## config.mk

```make
export PLATFORM = sky130hd
export DESIGN_NAME = uart_pulse_cmd_parser
export DESIGN_NICKNAME = d
export VERILOG_FILES = /design/src/rtl/uart_pulse_cmd_parser.sv
export SDC_FILE = /design/constraint.sdc
export NUM_CORES = 1
export LEC_CHECK = 0
export BUFFER_PORTS_ARGS = -buffer_cell sky130_fd_sc_hd__buf_2
export CORE_MARGIN = 8
export CORE_UTILIZATION = 38
export CTS_CLUSTER_SIZE = 25
export DETAILED_ROUTE_END_ITERATION = 10
export PLACE_DENSITY = 0.57
export SLEW_MARGIN = 20
export SYNTH_ARGS = -nofsm -noshare
export SYNTH_HDL_FRONTEND = slang
export SYNTH_SLANG_ARGS = --single-unit
```

## constraint.sdc

```tcl
create_clock -name clk -period 7.3 [get_ports clk]
set_clock_uncertainty 0.05 [all_clocks]
set_input_delay 0.365 -clock clk [delete_from_list [all_inputs] [get_ports clk]]
set_output_delay 0.365 -clock clk [all_outputs]
set_load 0.05 [all_outputs]
```

## src/rtl/uart_pulse_cmd_parser.sv

```systemverilog
// uart_pulse_cmd_parser: decodes 0xAA/CMD/payload/CHK byte frames into pulse compare values and a fire trigger
// Ports: clk, rst_n (async, active low); rx_data/rx_valid incoming byte stream;
// pulse_start/pulse_end committed compare values; start_trig fire level held TRIG_LEN cycles;
// frame_ok/frame_err one-cycle result strobes; err_code last rejection cause; busy frame or trigger in progress.
module uart_pulse_cmd_parser #(
  parameter int unsigned TIMEOUT_CYC = 50000,
  parameter int unsigned TRIG_LEN = 4,
  parameter logic [31:0] DEF_START = 32'd1000,
  parameter logic [31:0] DEF_END = 32'd2000
) (
  input  logic        clk,
  input  logic        rst_n,
  input  logic [7:0]  rx_data,
  input  logic        rx_valid,
  output logic [31:0] pulse_start,
  output logic [31:0] pulse_end,
  output logic        start_trig,
  output logic        frame_ok,
  output logic        frame_err,
  output logic [2:0]  err_code,
  output logic        busy
);
  localparam int TW = $clog2(TIMEOUT_CYC + 1);
  localparam int LW = $clog2(TRIG_LEN + 1);
  localparam logic [TW-1:0] T_LAST = TW'(TIMEOUT_CYC - 1);
  localparam logic [LW-1:0] L_LAST = LW'(TRIG_LEN - 1);
  typedef enum logic [1:0] {IDLE, CMD, PAYLOAD, CHECK} state_t;
  state_t state, state_n;
  logic [7:0] cmd, chk;
  logic [63:0] shadow;
  logic [2:0] cnt;
  logic [TW-1:0] tcnt;
  logic [LW-1:0] tlen;
  logic is_load, is_fire, timeout, done;
  logic [2:0] err;
  assign is_load = cmd == 8'h01 || cmd == 8'h03;
  assign is_fire = cmd == 8'h02 || cmd == 8'h03;
  // a byte arriving in the expiry cycle wins over the timeout
  assign timeout = state != IDLE && !rx_valid && tcnt == T_LAST;
  assign done = state == CHECK && rx_valid;
  assign busy = state != IDLE || start_trig;
  // shadow holds start in the upper word and end in the lower word
  assign err = rx_data != chk ? 3'd1 :
               !(is_load || is_fire) ? 3'd2 :
               is_load && shadow[31:0] <= shadow[63:32] ? 3'd4 :
               is_fire && start_trig ? 3'd5 : 3'd0;
  always_comb begin
    state_n = state;
    if (timeout) state_n = IDLE;
    else if (rx_valid)
      case (state)
        IDLE:    state_n = rx_data == 8'hAA ? CMD : IDLE;
        CMD:     state_n = rx_data == 8'h01 || rx_data == 8'h03 ? PAYLOAD : CHECK;
        PAYLOAD: state_n = cnt == 3'd7 ? CHECK : PAYLOAD;
        default: state_n = IDLE;
      endcase
  end
  always_ff @(posedge clk or negedge rst_n)
    if (!rst_n) begin
      state <= IDLE;
      cmd <= '0;
      chk <= '0;
      shadow <= '0;
      cnt <= '0;
      tcnt <= '0;
      tlen <= '0;
      pulse_start <= DEF_START;
      pulse_end <= DEF_END;
      start_trig <= 1'b0;
      frame_ok <= 1'b0;
      frame_err <= 1'b0;
      err_code <= '0;
    end else begin
      state <= state_n;
      frame_ok <= 1'b0;
      frame_err <= 1'b0;
      tcnt <= state == IDLE || rx_valid || timeout ? '0 : tcnt + 1'b1;
      if (start_trig) begin
        tlen <= tlen - 1'b1;
        if (tlen == '0) start_trig <= 1'b0;
      end
      if (rx_valid && state == CMD) begin
        cmd <= rx_data;
        chk <= rx_data;
        cnt <= '0;
      end
      if (rx_valid && state == PAYLOAD) begin
        shadow <= {shadow[55:0], rx_data};
        chk <= chk ^ rx_data;
        cnt <= cnt + 1'b1;
      end
      if (done) begin
        if (err == 3'd0) begin
          frame_ok <= 1'b1;
          if (is_load) begin
            pulse_start <= shadow[63:32];
            pulse_end <= shadow[31:0];
          end
          // a fire is only accepted while start_trig is low, so it never collides with the countdown
          if (is_fire) begin
            start_trig <= 1'b1;
            tlen <= L_LAST;
          end
        end else begin
          frame_err <= 1'b1;
          err_code <= err;
        end
      end
      if (timeout) begin
        frame_err <= 1'b1;
        err_code <= 3'd3;
        shadow <= '0;
      end
    end
endmodule

```

==> impl_results.html <==
<table>
<tr><th>Metric</th><th>Value</th></tr>
<tr><th colspan="2">Synthesis</th></tr>
<tr><td>Number of synthesized flops with an enable pin</td><td>0</td></tr>
<tr><td>Proportion of register bits with asynchronous set or reset after synthesis</td><td>100%</td></tr>
<tr><td>Net Count, Synth</td><td>813</td></tr>
<tr><td>Cell count after synthesis</td><td>760</td></tr>
<tr><td>Primary FF master, synth</td><td>sky130_fd_sc_hd__dfrtp_1</td></tr>
<tr><td>Post-synthesis register bit count</td><td>174</td></tr>
<tr><td>Yosys warns</td><td>0</td></tr>
<tr><td>Share of Yosys cell area claimed by the top area cell type</td><td>48.2%</td></tr>
<tr><td>Post-synthesis sequential area ratio</td><td>51.9%</td></tr>
<tr><td>Post-synth top cells</td><td>162 x sky130_fd_sc_hd__dfrtp_1, 147 x sky130_fd_sc_hd__nand2_1, 91 x sky130_fd_sc_hd__a21oi_1, 60 x sky130_fd_sc_hd__mux2_4, 42 x sky130_fd_sc_hd__ha_1</td></tr>
<tr><td>Post-Syn Area per Cell</td><td>11.1 um^2</td></tr>
<tr><td>Total standard cell area after synthesis</td><td>8410 um^2</td></tr>
<tr><td>Leading post-synthesis cells by cell area</td><td>sky130_fd_sc_hd__dfrtp_1 48%, sky130_fd_sc_hd__mux2_4 11%, sky130_fd_sc_hd__nand2_1 6.6%</td></tr>
<tr><td>Post-synthesis cell type count</td><td>53</td></tr>
<tr><td>Cell type with the highest aggregate area in the netlist</td><td>sky130_fd_sc_hd__dfrtp_1</td></tr>
<tr><td>Library cell with the highest instance count after synthesis</td><td>sky130_fd_sc_hd__dfrtp_1</td></tr>
<tr><th colspan="2">Timing</th></tr>
<tr><td>Post-route fraction of the period consumed by the critical path</td><td>45.0%</td></tr>
<tr><td>Headroom to the max-slew limit</td><td>38.6%</td></tr>
<tr><td>Max Freq</td><td>305 MHz</td></tr>
<tr><td>Crit path time final</td><td>3.28 ns</td></tr>
<tr><td>Hold violation count in the final report</td><td>0</td></tr>
<tr><td>Count of pins over their slew limit</td><td>0</td></tr>
<tr><td>Unrepaired setup endpoints after global routing</td><td>false</td></tr>
<tr><td>Transition time of the tightest slew-check pin</td><td>0.921 ns</td></tr>
<tr><td>Post-Route Setup TNS</td><td>0 ns</td></tr>
<tr><td>Final setup violation count</td><td>0</td></tr>
<tr><td>Final hold slack</td><td>0.0104 ns</td></tr>
<tr><th colspan="2">Worst setup path</th></tr>
<tr><td>Worst endpoint required time</td><td>7.56 ns</td></tr>
<tr><td>Critical register-to-register path endpoint</td><td>pulse_end[1]</td></tr>
<tr><td>FF-to-FF Start</td><td>shadow[27]</td></tr>
<tr><td>Worst reg-to-reg setup slack</td><td>4.02 ns</td></tr>
<tr><td>Launching element type of the critical path</td><td>flip-flop</td></tr>
<tr><td>Category of the critical setup timing path</td><td>reg2reg</td></tr>
<tr><td>Worst reg2reg path depth</td><td>8</td></tr>
<tr><td>Kind of end point of the critical path</td><td>flip-flop</td></tr>
<tr><td>CP Max Fanout</td><td>37</td></tr>
<tr><td>Arrival @ worst endpoint</td><td>3.55 ns</td></tr>
<tr><th colspan="2">GRT</th></tr>
<tr><td>Number of global-route vias before repair</td><td>5721</td></tr>
<tr><td>Maximum number of pins on one net before global-route repair</td><td>112</td></tr>
<tr><td>Wire length of the first global-routing pass</td><td>32700 um</td></tr>
<tr><td>Global router's overall resource usage</td><td>15.5%</td></tr>
<tr><td>Initial antenna violation count</td><td>0</td></tr>
<tr><td>Remaining global-route overflow</td><td>0</td></tr>
<tr><th colspan="2">Layout</th></tr>
<tr><td>Count of nets after finishing</td><td>882</td></tr>
<tr><td>Fill cell total of the finished layout</td><td>2066</td></tr>
<tr><td>Area added between synthesis and finish</td><td>14.0%</td></tr>
<tr><td>Post-route cell area</td><td>9590 um^2</td></tr>
<tr><td>Area used by multi-input combinational logic</td><td>3670 um^2</td></tr>
<tr><td>Post-route core utilization</td><td>44.1%</td></tr>
<tr><td>Area of all sequential standard cells</td><td>4370 um^2</td></tr>
<tr><td>Count of inserted antenna diode cells</td><td>0</td></tr>
<tr><td>Share of post-route cells with drive strength above 1</td><td>25.9%</td></tr>
<tr><th colspan="2">Die</th></tr>
<tr><td>Full die area</td><td>27100 um^2</td></tr>
<tr><td>Width of the chip</td><td>165 um</td></tr>
<tr><td>Starting density of the core</td><td>38.7%</td></tr>
<tr><td>Total core area</td><td>21800 um^2</td></tr>
<tr><td>Die Y-Extent</td><td>165 um</td></tr>
<tr><td>Top-level I/O count</td><td>82</td></tr>
<tr><td>Number of cell rows</td><td>54</td></tr>
<tr><th colspan="2">Run status</th></tr>
<tr><td>Outcome</td><td>completed</td></tr>
<tr><th colspan="2">Placed design</th></tr>
<tr><td>Number of buffer cells added on primary ports</td><td>81</td></tr>
<tr><td>Half-perimeter wire length after detailed placement</td><td>13800 um</td></tr>
<tr><td>Placed Instance Area</td><td>8990 um^2</td></tr>
<tr><td>Routability congestion estimate from global placement</td><td>0.801</td></tr>
<tr><th colspan="2">Power</th></tr>
<tr><td>Fraction of power consumed by combinational cells</td><td>27.0%</td></tr>
<tr><td>Net Switching</td><td>0.00117 W</td></tr>
<tr><td>Power Dens Cells</td><td>336 nW/um^2</td></tr>
<tr><td>Largest vdd supply drop</td><td>164 uV</td></tr>
<tr><td>Post-layout total power</td><td>0.00322 W</td></tr>
<tr><td>Cell internal pwr</td><td>0.00205 W</td></tr>
<tr><td>Sequential share of power</td><td>44.2%</td></tr>
<tr><td>Static leakage</td><td>4.72 nW</td></tr>
<tr><td>Fraction of power consumed by the clock network</td><td>28.8%</td></tr>
<tr><td>Net Sw Frac</td><td>36.4%</td></tr>
<tr><th colspan="2">Clocking</th></tr>
<tr><td>Clock H-tree levels</td><td>4</td></tr>
<tr><td>Clock root buffer</td><td>sky130_fd_sc_hd__clkbuf_16</td></tr>
<tr><td># resized after CTS</td><td>0</td></tr>
<tr><td>Clock-pin slew on the worst setup and hold paths</td><td>0.07 ns</td></tr>
<tr><td>Count of hold-fix buffers inserted at cts</td><td>0</td></tr>
<tr><td>Number of buffers on the longest clock path</td><td>2</td></tr>
<tr><td>Clock network latency to the later pin of the worst-skew pair</td><td>0.43 ns</td></tr>
<tr><td>CTS tree</td><td>yes</td></tr>
<tr><td>Clock sink total</td><td>174</td></tr>
<tr><td>Number of buffers created by CTS</td><td>17</td></tr>
<tr><td>Post-CTS setup-driven buffer insertion count</td><td>0</td></tr>
<tr><th colspan="2">Route</th></tr>
<tr><td>Wire length on met2</td><td>10000 um</td></tr>
<tr><td>Wire length after detailed routing</td><td>20400 um</td></tr>
<tr><td>Routed wirelength normalized by instance count</td><td>18.2 um</td></tr>
<tr><td>Per-cell via count in the routed design</td><td>5.08</td></tr>
<tr><td>DR iter-0 viols</td><td>444</td></tr>
<tr><td>Met3 WL</td><td>947 um</td></tr>
<tr><td>Number of detailed-route iterations in the first pass</td><td>4</td></tr>
<tr><td>Number of antenna-violating nets in the routed design</td><td>0</td></tr>
<tr><td>DR DRC count</td><td>0</td></tr>
<tr><td>Post-route met1 wirelength</td><td>9250 um</td></tr>
<tr><td>Highest metal layer with signal wires</td><td>met4</td></tr>
<tr><td>Total number of vias</td><td>5702</td></tr>
<tr><th colspan="2">Worst hold path</th></tr>
<tr><td>Class of the tightest hold or removal check</td><td>in2async</td></tr>
<tr><th colspan="2">Flow run</th></tr>
<tr><td>Max Cap Violations</td><td>0</td></tr>
</table>
## area by class of cell
| class | instances | area share, % |
|---|---|---|
| multi-input cells | 512 | 38.3 |
| clock buffers | 18 | 4.58 |
| inverters | 37 | 1.45 |
| clock inverters | 14 | 1.67 |
| well taps | 280 | 3.65 |
| repair buffers | 87 | 4.79 |
| flip-flops and latches | 174 | 45.6 |
## power by group through the flow
| stage | Combinational, W | Sequential (W) | Clock [W] |
|---|---|---|---|
| floorplan | 0.000661 | 0.00134 | 0 |
| global placement | 0.000843 | 0.00144 | 0 |
| detailed placement | 0.000870 | 0.00144 | 0 |
| CTS | 0.000876 | 0.00143 | 0.000947 |
| global route | 0.00100 | 0.00145 | 0.000985 |
| finish | 0.000869 | 0.00142 | 0.000927 |
## layout by cell type (no fill, tap or decap), types with 7 or more instances in the layout
cell and instances:
sky130_fd_sc_hd__nor3_1 8, sky130_fd_sc_hd__o21ai_0 10, sky130_fd_sc_hd__dfstp_2 12, sky130_fd_sc_hd__mux2_2 13
sky130_fd_sc_hd__ha_1 42, sky130_fd_sc_hd__nor2_1 33, sky130_fd_sc_hd__nand2_1 146, sky130_fd_sc_hd__dfrtp_1 162
sky130_fd_sc_hd__buf_2 80, sky130_fd_sc_hd__a311oi_1 8, sky130_fd_sc_hd__a21oi_1 91, sky130_fd_sc_hd__mux2_4 60
sky130_fd_sc_hd__xnor2_1 13, sky130_fd_sc_hd__clkbuf_16 17, sky130_fd_sc_hd__inv_1 37, sky130_fd_sc_hd__nand3_1 8
sky130_fd_sc_hd__xor2_1 10, sky130_fd_sc_hd__and3_1 7, sky130_fd_sc_hd__nand4_1 12
## worst max-delay path: stages (launching register included)
cell and delay, ns:
sky130_fd_sc_hd__dfrtp_1 0.43, sky130_fd_sc_hd__ha_1 0.34, sky130_fd_sc_hd__nand4_1 0.17, sky130_fd_sc_hd__or4_1 0.62
sky130_fd_sc_hd__nor2_2 0.20, sky130_fd_sc_hd__a31oi_2 0.10, sky130_fd_sc_hd__o211ai_4 0.22, sky130_fd_sc_hd__buf_4 0.59
sky130_fd_sc_hd__mux2_2 0.40
## how the worst max path moves through the flow
stage,endpoint,slack (ns),cells after the start,start
global route,pulse_end[1],3.87,8,shadow[27]
detailed placement,pulse_end[1],4.04,8,shadow[27]
CTS,pulse_end[1],4.02,8,shadow[27]
floorplan,pulse_end[11],4.46,8,shadow[30]
finish,pulse_end[1],4.02,8,shadow[27]
global placement,pulse_end[1],4.11,8,shadow[25]
## kinds of logic (layout without fill, tap and decap cells)
group                      after synthesis  count (layout)  share of synthesized area [%]
AOI/OAI and AO/OA                      133             133                           9.55
DFF                                    174             174                           51.9
and+or+nand+nor                        241             241                           12.9
buffers and inverters                   74             156                           4.46
muxes                                   73              73                           12.5
xor gates and xnor gates                23              23                           2.40
adders and majority gates               42              42                           6.25
## through the flow
stage / setup WS [ns] / instances
CTS: 4.02 / 1122
global route: 3.87 / 1122
finish: 4.02 / 1122
floorplan: 4.46 / 760
detailed placement: 4.04 / 1090
global placement: 4.11 / 1090
## sequential cells by signal, summed over array words and instances, names as in the netlist
name         count
cnt              3
frame_ok         1
start_trig       1
shadow          64
err_code         3
pulse_start     32
state            2
pulse_end       32
frame_err        1
tlen             3
chk              8
tcnt            16
cmd              8
## per-layer routing
layer | track usage [%] | up-vias
met5 | 0 | -
met4 | 4.10 | 0
met3 | 3.54 | 12
met2 | 25.1 | 108
met1 | 20.6 | 2836
li1 | - | 2746
No activity file was read; power rests on OpenSTA's default activity.
